$ cat src/rtl/spi_master.sv
// spi_master
// SPI initiator for the byte-wide SPI slave. A one-cycle start request in IDLE
// launches a transaction. The block drives chip select low, presents the opcode,
// shifts eight bits MSB first on mosi (writes) and captures eight bits on miso
// (reads), then returns to IDLE with a one-cycle done pulse.
//
// Ports
//   clk      system clock, rising edge
//   rst      asynchronous reset, active low
//   start    transaction request, sampled only in IDLE
//   opcode   2'b10 write, 2'b11 read, anything else ignored
//   tx_data  byte shifted out on writes
//   miso     serial data from the slave
//   busy     high while a transaction is in progress
//   done     one-cycle completion pulse
//   rx_data  last byte read (updated by reads only)
//   cs       active-low chip select
//   sck      SPI clock, idles low
//   mosi     serial data to the slave
//   op       opcode to the slave: 000 idle, 010 write, 011 read
//
// state  | meaning
// -------+-------------------------------------------------------------
// IDLE   | cs high, waiting for start with opcode[1]=1
// SETUP  | cs low, CLK_DIV cycles before the opcode appears
// OPCODE | op presented, first mosi bit set up, CLK_DIV cycles
// SHIFT  | 8 bits, each CLK_DIV cycles sck low then CLK_DIV cycles sck high
// HOLD   | sck low, op idle, CLK_DIV cycles before cs is released
module spi_master #(
  parameter int CLK_DIV = 2
) (
  input  logic       clk,
  input  logic       rst,
  input  logic       start,
  input  logic [1:0] opcode,
  input  logic [7:0] tx_data,
  input  logic       miso,
  output logic       busy,
  output logic       done,
  output logic [7:0] rx_data,
  output logic       cs,
  output logic       sck,
  output logic       mosi,
  output logic [2:0] op
);

  localparam int CW = (CLK_DIV > 1) ? $clog2(CLK_DIV) : 1;
  localparam logic [CW-1:0] CNT_LOAD = CW'(CLK_DIV - 1);

  typedef enum logic [2:0] {
    ST_IDLE   = 3'd0,
    ST_SETUP  = 3'd1,
    ST_OPCODE = 3'd2,
    ST_SHIFT  = 3'd3,
    ST_HOLD   = 3'd4
  } state_t;

  state_t          state_q, state_d;
  logic [CW-1:0]   cnt_q, cnt_d;
  logic [2:0]      bit_q, bit_d;
  logic            high_q, high_d;
  logic            rd_q, rd_d;
  logic [7:0]      tx_q, tx_d;
  logic [7:0]      sh_q, sh_d;
  logic            busy_q, busy_d;
  logic            done_q, done_d;
  logic [7:0]      rx_q, rx_d;
  logic            cs_q, cs_d;
  logic            sck_q, sck_d;
  logic            mosi_q, mosi_d;
  logic [2:0]      op_q, op_d;

  logic            tc;
  logic [2:0]      bit_dec;

  // Down-counter reaching zero marks the last cycle of the current phase.
  assign tc      = (cnt_q == '0);
  assign bit_dec = bit_q - 3'd1;

  always_comb begin
    state_d = state_q;
    cnt_d   = cnt_q;
    bit_d   = bit_q;
    high_d  = high_q;
    rd_d    = rd_q;
    tx_d    = tx_q;
    sh_d    = sh_q;
    busy_d  = busy_q;
    done_d  = 1'b0;
    rx_d    = rx_q;
    cs_d    = cs_q;
    sck_d   = sck_q;
    mosi_d  = mosi_q;
    op_d    = op_q;

    case (state_q)
      ST_IDLE: begin
        cs_d   = 1'b1;
        sck_d  = 1'b0;
        op_d   = 3'b000;
        mosi_d = 1'b0;
        busy_d = 1'b0;
        if (start && opcode[1]) begin
          rd_d    = opcode[0];
          tx_d    = tx_data;
          busy_d  = 1'b1;
          cs_d    = 1'b0;
          cnt_d   = CNT_LOAD;
          state_d = ST_SETUP;
        end
      end

      ST_SETUP: begin
        if (tc) begin
          op_d    = {2'b01, rd_q};
          mosi_d  = rd_q ? 1'b0 : tx_q[7];
          cnt_d   = CNT_LOAD;
          state_d = ST_OPCODE;
        end else begin
          cnt_d = cnt_q - CW'(1);
        end
      end

      ST_OPCODE: begin
        // mosi already carries bit 7, which doubles as the first low phase data.
        if (tc) begin
          bit_d   = 3'd7;
          high_d  = 1'b0;
          cnt_d   = CNT_LOAD;
          state_d = ST_SHIFT;
        end else begin
          cnt_d = cnt_q - CW'(1);
        end
      end

      ST_SHIFT: begin
        if (tc) begin
          cnt_d = CNT_LOAD;
          if (!high_q) begin
            high_d = 1'b1;
            sck_d  = 1'b1;
          end else begin
            sck_d  = 1'b0;
            high_d = 1'b0;
            sh_d   = {sh_q[6:0], miso};
            // Bit 0 leaves SHIFT, so the counter never wraps into a ninth pulse.
            if (bit_q == 3'd0) begin
              op_d    = 3'b000;
              mosi_d  = 1'b0;
              state_d = ST_HOLD;
            end else begin
              bit_d  = bit_dec;
              mosi_d = rd_q ? 1'b0 : tx_q[bit_dec];
            end
          end
        end else begin
          cnt_d = cnt_q - CW'(1);
        end
      end

      ST_HOLD: begin
        if (tc) begin
          cs_d    = 1'b1;
          busy_d  = 1'b0;
          done_d  = 1'b1;
          if (rd_q) begin
            rx_d = sh_q;
          end
          state_d = ST_IDLE;
        end else begin
          cnt_d = cnt_q - CW'(1);
        end
      end

      default: begin
        cs_d    = 1'b1;
        sck_d   = 1'b0;
        op_d    = 3'b000;
        mosi_d  = 1'b0;
        busy_d  = 1'b0;
        state_d = ST_IDLE;
      end
    endcase
  end

  always_ff @(posedge clk or negedge rst) begin
    if (!rst) begin
      state_q <= ST_IDLE;
      cnt_q   <= '0;
      bit_q   <= 3'd0;
      high_q  <= 1'b0;
      rd_q    <= 1'b0;
      tx_q    <= 8'h00;
      sh_q    <= 8'h00;
      busy_q  <= 1'b0;
      done_q  <= 1'b0;
      rx_q    <= 8'h00;
      cs_q    <= 1'b1;
      sck_q   <= 1'b0;
      mosi_q  <= 1'b0;
      op_q    <= 3'b000;
    end else begin
      state_q <= state_d;
      cnt_q   <= cnt_d;
      bit_q   <= bit_d;
      high_q  <= high_d;
      rd_q    <= rd_d;
      tx_q    <= tx_d;
      sh_q    <= sh_d;
      busy_q  <= busy_d;
      done_q  <= done_d;
      rx_q    <= rx_d;
      cs_q    <= cs_d;
      sck_q   <= sck_d;
      mosi_q  <= mosi_d;
      op_q    <= op_d;
    end
  end

  assign busy    = busy_q;
  assign done    = done_q;
  assign rx_data = rx_q;
  assign cs      = cs_q;
  assign sck     = sck_q;
  assign mosi    = mosi_q;
  assign op      = op_q;

endmodule
$ cat config.mk
export PLATFORM = sky130hd
export DESIGN_NAME = spi_master
export DESIGN_NICKNAME = d
export VERILOG_FILES = /design/src/rtl/spi_master.sv
export SDC_FILE = /design/constraint.sdc
export NUM_CORES = 1
export LEC_CHECK = 0
export BUFFER_PORTS_ARGS = -buffer_cell sky130_fd_sc_hd__buf_4
export CORE_MARGIN = 2
export CORE_UTILIZATION = 45
export CTS_BUF_LIST = sky130_fd_sc_hd__clkbuf_16
export DETAILED_ROUTE_END_ITERATION = 7
export GPL_ROUTABILITY_DRIVEN = 0
export MAX_ROUTING_LAYER = met4
export PLACE_DENSITY = 0.73
export SETUP_SLACK_MARGIN = 0.05
export SLEW_MARGIN = 10
export SYNTH_ARGS = -nofsm -noshare
export SYNTH_HDL_FRONTEND = slang
export SYNTH_SLANG_ARGS = --single-unit
$ cat constraint.sdc
create_clock -name clk -period 4.2 [get_ports clk]
set_input_delay 0.21 -clock clk [delete_from_list [all_inputs] [get_ports clk]]
set_output_delay 0.21 -clock clk [all_outputs]
set_load 0.01 [all_outputs]
Word-level counts from Yosys, hierarchy flattened
Cells that the tools add are included.
Widths: inputs -> output; s select.
{"block": "totals", "ff_bits": 41, "out_inout_bits": 16, "wordCells": 95}
{"block": "classes", "n_addsub": 2, "order_cmp": 1, "n_eq_ne": 12, "n_mux": 43, "n_bitwise": 4, "reduce_logical": 19}
{"op": "$mux 3", "n": 15}
{"op": "$mux 1", "n": 18}
{"op": "$ne 2x2->1 const B", "n": 8}
{"op": "$pmux 3 s5", "n": 1}
{"op": "$pmux 1 s3", "n": 4}
{"op": "$reduce_and 5->1", "n": 2}
{"op": "$pmux 3 s3", "n": 1}
{"op": "$reduce_and 3->1", "n": 3}
{"op": "$reduce_and 2->1", "n": 4}
{"op": "$reduce_and 7->1", "n": 1}
{"op": "$eq 3x2->1 const B", "n": 2}
{"op": "$logic_not 3->1", "n": 2}
{"op": "$pmux 3 s2", "n": 1}
{"op": "$reduce_or 3->1", "n": 2}
{"op": "$lt 3x4->1 const B", "n": 1}
{"op": "$not 1->1", "n": 4}
{"op": "$pmux 1 s2", "n": 2}
{"op": "$reduce_and 4->1", "n": 1}
{"op": "$bmux 1 s3", "n": 1}
{"op": "$eq 3x1->1 const B", "n": 1}
{"op": "$eq 3x3->1 const B", "n": 1}
{"op": "$reduce_bool 3->1", "n": 1}
{"op": "$sub 3x1->3 const B", "n": 1}
{"op": "$reduce_bool 2->1", "n": 1}
{"op": "other kinds (3)", "n": 3}

Logic depth before layout (Yosys ltp)
Gate-level depths: netlist of run 1.
{"block": "logic_depth", "depth_word": 8, "ltp_mapped": 7, "depth_no_buf": 7}

Worst setup path after synthesis of run 1
Ideal clock, no wire load.
{"block": "synth_timing", "path_type": "register -> register", "from": "register bit_q[0]", "to": "register op_q[1] (netlist: op[1])", "arrival_time_ps": 1531, "required_ps": 4072, "slack_ps": 2542, "stages_incl_launch_ff": 7, "n_path_buf": 0, "cell_sequence": "dfrtp_1 inv_1 ha_1 nor2b_1 nor3b_2 nor2_1 mux2_1"}
{"block": "synth_via", "elab_chain_len": 3}
{"element": "start, declared", "line_no": "60", "text": "logic [2:0] bit_q, bit_d;"}
{"element": "start signal, assigned", "line_no": "205", "text": "bit_q <= bit_d;"}
{"element": "$logic_not 3->1", "line_no": "147", "text": "if (bit_q == 3'd0) begin"}
{"element": "$ne 2x2->1 (no line)"}
{"element": "$reduce_and 5->1 (no line)"}
{"element": "end signal, assigned", "line_no": "216", "text": "op_q <= op_d;"}
{"element": "end, declared", "line_no": "71", "text": "logic [2:0] op_q, op_d;"}
Every way passes these cells.
A chain may end at the register's enable or synchronous reset.

Worst setup path in the final report of run 1
Same ends and word-level chain as after synthesis.

==> flow_summary.yaml, run 1 <==
power:
  clockPowerShare_pct: 23.7
  leakage_nw: 1.09
  p_int_mw: 1.01
  power.share.combinational_pct: 32.6
  sw_frac_of_total_pct: 34.7
  p_total_mw: 1.54
  p_sw_mw: 0.535
  p_per_area_nw_per_um2: 687
  seq_power_share_pct: 43.6
  peakVddDrop_mv: 0.332
logic_synthesis:
  synth_edf_count: 0
  synthArstFlopShare_pct: 100
  netlist_instances: 169
  ys_top_cells_by_area: "dfrtp_1 52%, mux2_2 11%, nand2_1 6.6%"
  synthFlopType: "dfrtp_1"
  synth_top_cell_by_area: "dfrtp_1"
  synth_top_area_share_pct: 51.9
  synth_cell_types: 42
  syn_area_sq_um: 1880
  syn_avg_cell_area_sq_um: 11.1
  syn_nets: 185
  ys_ff_latch: 40
  yosysWarnings: 0
  yosysSeqAreaShare_pct: 53.3
layout:
  fillCellCount: 360
  drive_gt1_share_pct: 30.8
  area.growth.synth_to_final_pct: 19.6
  final_util_pct: 56.2
  diodes: 0
  multi_input_area_sq_um: 812
  final_cell_mix: "39 x dfrtp_1, 33 x nand2_1, 28 x buf_4"
  seq_area_sq_um: 1000
  layout.cells.most_common: "dfrtp_1"
  layout.nets: 213
floorplan:
  die_x_um: 68.6
  coreArea_sq_um: 4000
  row_count: 23
  die_h_um: 68.6
  io_pins: 30
  die-area_sq_um: 4710
  start_util_pct: 47.0
flow_run:
  drv_cap: 0
route:
  routed_wl_um: 3310
  via_per_inst: 5.15
  dr.first_iter.drc_count: 99
  drtPass1Iterations: 4
  num_vias: 1278
  drc_errors: 0
  postRouteAntennaNets: 0
  wl_per_cell_um: 13.3
cts:
  htreeDepth: 2
  ctsRootBufferMaster: "clkbuf_16"
  cts_tree: "yes"
  numClockSinks: 40
  cts.path.max_buffers: 2
  clock_latency_ns: 0.28
  numCtsBuffers: 5
  clkTransAtPathRegs_ns: 0.06
status:
  status: "finished, final reports clean"
sta:
  max_freq_mhz: 516
  setup_tns_ns: 0
  clock_skew_ns: 0.00269
  tightestPinTransition_ns: 0.565
  rsz0062_at_grt: "false"
  period_minus_slack_ns: 1.94
  period_share_pct: 46.1
  relSlewSlack_pct: 62.3
  slew_violations: 0
  hold_ws_ns: 0.115
  finalSetupViolCount: 0
  hold_viol: 0
grt:
  grt_first_pass_wirelength_um: 5740
  overflow: 0
  grt.total_usage_pct: 17.5
  grt_pass1_vias: 1198
  grt_max_degree: 41
  grt_antenna_before_repair: 0
worst_setup_path:
  slowest_stage: "nor3b_2"
  path_cells: "inv_1 > ha_1 > nor2b_1 > nor3b_2 > nor2_1 > mux2_1"
  critPathArrivalTime_ns: 2.10
  path_buf_inv: 1
  crit_path_start_kind: "register"
  path_delay_family: "simple AND/OR/NAND/NOR gates"
  reg2reg_depth: 6
  worstPathMaxFanout: 8
  crit_type: "reg2reg"
  endpoint_kind: "register"
  worst-path-stages: 6
  cpPeakStageDelay_ns: 0.47
  cp.required_ns: 4.36
placement:
  io_buffers: 28
  hpwl_um: 2260
min_path:
  whs_path_depth: 3
  min_path_type: "in2reg"
cell type report:
class / instances / share of cell area [%]
clock buffers: 5 / 5.56
clock inverters: 3 / 0.835
inverters: 2 / 0.334
multi-input cells: 119 / 36.1
flip-flops and latches: 40 / 44.6
well taps: 50 / 2.78
repair buffers: 29 / 9.79
worst reg2reg max path, stage by stage (launching register included):
cell and delay, ns:
dfrtp_1 0.44, inv_1 0.10, ha_1 0.19, nor2b_1 0.16, nor3b_2 0.47, nor2_1 0.13
mux2_1 0.33
metal layers:
metal	vias to the layer above	track usage [%]	wire length, um
met3	6	3.90	124
met4	0	9.50	65
met5	-	-	0
met1	614	23.3	1550
met2	26	24.9	1560
li1	632	-	-
power groups by stage:
stage          logic [mW]  registers, mW  clock network, mW
2_1_floorplan       0.429          0.624                  0
3_3_place_gp        0.493          0.676                  0
5_1_grt             0.575          0.703              0.394
4_1_cts             0.510          0.675              0.377
6_report            0.504          0.673              0.366
3_5_place_dp        0.506          0.680                  0
cells by family (layout without fill, tap and decap cells):
group                    Yosys count  after routing  synth area share, %
AND/OR/NAND/NOR                   70             70                 18.6
buffers and inverters             10             39                 3.53
flip-flops                        40             40                 53.3
AO/OA/AOI/OAI                     23             23                 7.92
adder cells (fa/ha/maj)            2              2                 1.33
multiplexers                      21             21                 14.2
XOR/XNOR                           2              2                0.932
other                              1              1                0.199
metrics by stage:
stage | setup slack [ns] | area [sq um] | cells
floorplan | 2.54 | 1880 | 169
global placement | 2.31 | 2090 | 239
detailed placement | 2.27 | 2090 | 239
CTS | 2.25 | 2250 | 248
global route | 1.99 | 2250 | 248
finish | 2.26 | 2250 | 248
registers in the layout, summed over array words and instances, names as in the netlist, 2 cells and up:
signal / count
op: 2
tx_q: 8
rx_data: 8
state_q: 3
bit_q: 3
sh_q: 8
cells in the mapped netlist (3+ instances only):
master / number
dfrtp_1: 39
nand2_1: 33
mux2_2: 18
nor2_1: 14
o21ai_0: 6
a21oi_1: 4
buf_4: 3
nand2b_1: 3
nand3_1: 3
nor2b_1: 3
o31ai_1: 3
what timing repair did:
| item | in CTS | in global routing |
|---|---|---|
| endpoints found under the setup margin | 0 | 0 |
| hold buffers | 1 | 0 |
| hold endpoints to repair | 39 | 0 |
| resized for setup | 0 | 0 |
| setup buffers | 0 | 0 |
final timing paths:
path,from,slack [ns],endpoint
setup reg to reg,bit_q[0],2.26,op[1]
hold / removal,miso,0.11,sh_q[0]
max in group asynchronous,rst,3.41,cs
setup / recovery,bit_q[0],2.26,op[1]
hold reg to reg,sh_q[7],0.47,sh_q[7]
min in group asynchronous,rst,0.44,state_q[1]
Power figures use the tool's default switching activity.
==> run 2, diff against run 1 <==
Clock period 4.2 ns to 1.9 ns, I/O delays scaled along.
==> run 2 against run 1 <==
Against the previous run: sequential cell count unchanged; combinational power rose to 2.5 times the previous value; global-route usage decreased by 0.080 points; critical path depth is the same; count of clock-buffer cells in the layout unchanged; clock power rose to 2.6 times the previous value; register-to-register slack worse by 2.1 ns; design area up 4.0%; non-clock buffer count up 8.
==> flow_summary.yaml, run 2 (synthesis gave the netlist of run 1 again) <==
power:
  p_per_area_nw_per_um2: 1560
  peakVddDrop_mv: 0.804
  leakage_nw: 1.14
cts:
  clock_latency_ns: 0.28
  htreeDepth: 2
  numClockSinks: 40
  clkTransAtPathRegs_ns: 0.06
  cts.path.max_buffers: 2
  numCtsBuffers: 5
  cts_tree: "yes"
  ctsRootBufferMaster: "clkbuf_16"
sta:
  finalSetupViolCount: 0
  rsz0062_at_grt: "false"
  max_freq_mhz: 573
  hold_viol: 0
  period_share_pct: 91.8
  fin_ws_ns: 0.156
  clock_skew_ns: 0.00345
  hold_ws_ns: 0.0151
  slew_violations: 0
  setup_tns_ns: 0
  period_minus_slack_ns: 1.74
  relSlewSlack_pct: 66.3
  tightestPinTransition_ns: 0.505
route:
  dr.first_iter.drc_count: 102
  wl_per_cell_um: 13.3
  routed_wl_um: 3390
  drc_errors: 0
  num_vias: 1313
  postRouteAntennaNets: 0
  via_per_inst: 5.13
  drtPass1Iterations: 4
worst_setup_path:
  worstPathMaxFanout: 4
  endpoint_kind: "register"
  path_cells: "inv_1 > ha_1 > mux4_1 > a31oi_1 > a21oi_1 > mux2_2"
  critPathArrivalTime_ns: 1.91
  crit_type: "reg2reg"
  slowest_stage: "dfrtp_1"
  cp.required_ns: 2.06
  path_delay_family: "multiplexers"
  path_buf_inv: 1
  crit_path_start_kind: "register"
  r2r_start: "bit_q[0]"
  setup.worst_path.start: "bit_q[0]"
  cpPeakStageDelay_ns: 0.40
  rrSetupSlack_ns: 0.16
layout:
  fillCellCount: 347
  drive_gt1_share_pct: 33.0
  diodes: 0
  layout.cells.most_common: "dfrtp_1"
  layout.nets: 221
  final_cell_mix: "39 x dfrtp_1, 36 x buf_4, 33 x nand2_1"
  area.growth.synth_to_final_pct: 24.4
floorplan:
  die_x_um: 68.6
  io_pins: 30
  coreArea_sq_um: 4000
  die_h_um: 68.6
  row_count: 23
  start_util_pct: 47.0
  die-area_sq_um: 4710
placement:
  io_buffers: 28
  hpwl_um: 2360
  dpl_worst_slack_ns: 0.0813
grt:
  grt_pass1_vias: 1266
  grt_max_degree: 41
  overflow: 0
  grt.total_usage_pct: 17.4
  grt_first_pass_wirelength_um: 5820
  grt_antenna_before_repair: 0
status:
  status: "finished, final reports clean"
flow_run:
  drv_cap: 0
min_path:
  min_path_type: "in2reg"
  worstHoldStart: "miso"
[run 2: power breakdown]
part           internal [mW]  switching (mW)
combinational          0.658           0.624
clock                  0.617           0.329
sequential              1.17           0.254
[run 2: through the flow]
stage	util (%)	total power, mW	instances	cell area, sq um
after floorplan	-	2.33	169	1880
after global placement	53.7	2.65	246	2150
after detailed placement	53.7	2.69	246	2150
after CTS	58.1	3.66	255	2320
after global routing	58.5	3.95	256	2340
final	58.5	3.65	256	2340
[run 2: path summary, 6_finish.rpt]
kind,end,cells past startpoint
setup / recovery,mosi,6
hold / removal,sh_q[0],3
setup reg to reg,mosi,6
hold reg to reg,bit_q[1],1
max in group asynchronous,cs,2
min in group asynchronous,state_q[0],2
[run 2: cell type report]
type,count,area [sq um],share of cell area (%)
tap,50,62.6,2.68
clock inverter,3,42.5,1.82
multi-input combinational,119,818,35.0
clock buffer,5,125,5.35
timing repair buffer,37,280,12.0
sequential,40,1000,42.9
inverter,2,7.51,0.321
[run 2: worst reg2reg max path, delay by kind of cell, from the launching register on]
family                     cells  cell delay (ns)
AOI/OAI and AO/OA              2             0.27
adders and majority gates      1             0.33
buffers and inverters          1             0.08
DFF                            1             0.40
muxes                          2             0.54
[run 2: per-layer routing]
metal	up-vias	track usage [%]	share of wire, %
li1	654	-	-
met1	624	23.3	47
met2	31	25.4	46
met3	4	5.03	5.4
met4	0	6.00	1.3
met5	-	-	0
[run 2: timing repair]
item	4_1_cts	5_1_grt
setup buffers	0	1
endpoints found under the setup margin	0	5
hold buffers	1	0
endpoints found under the hold margin	39	0
resized for setup	0	1
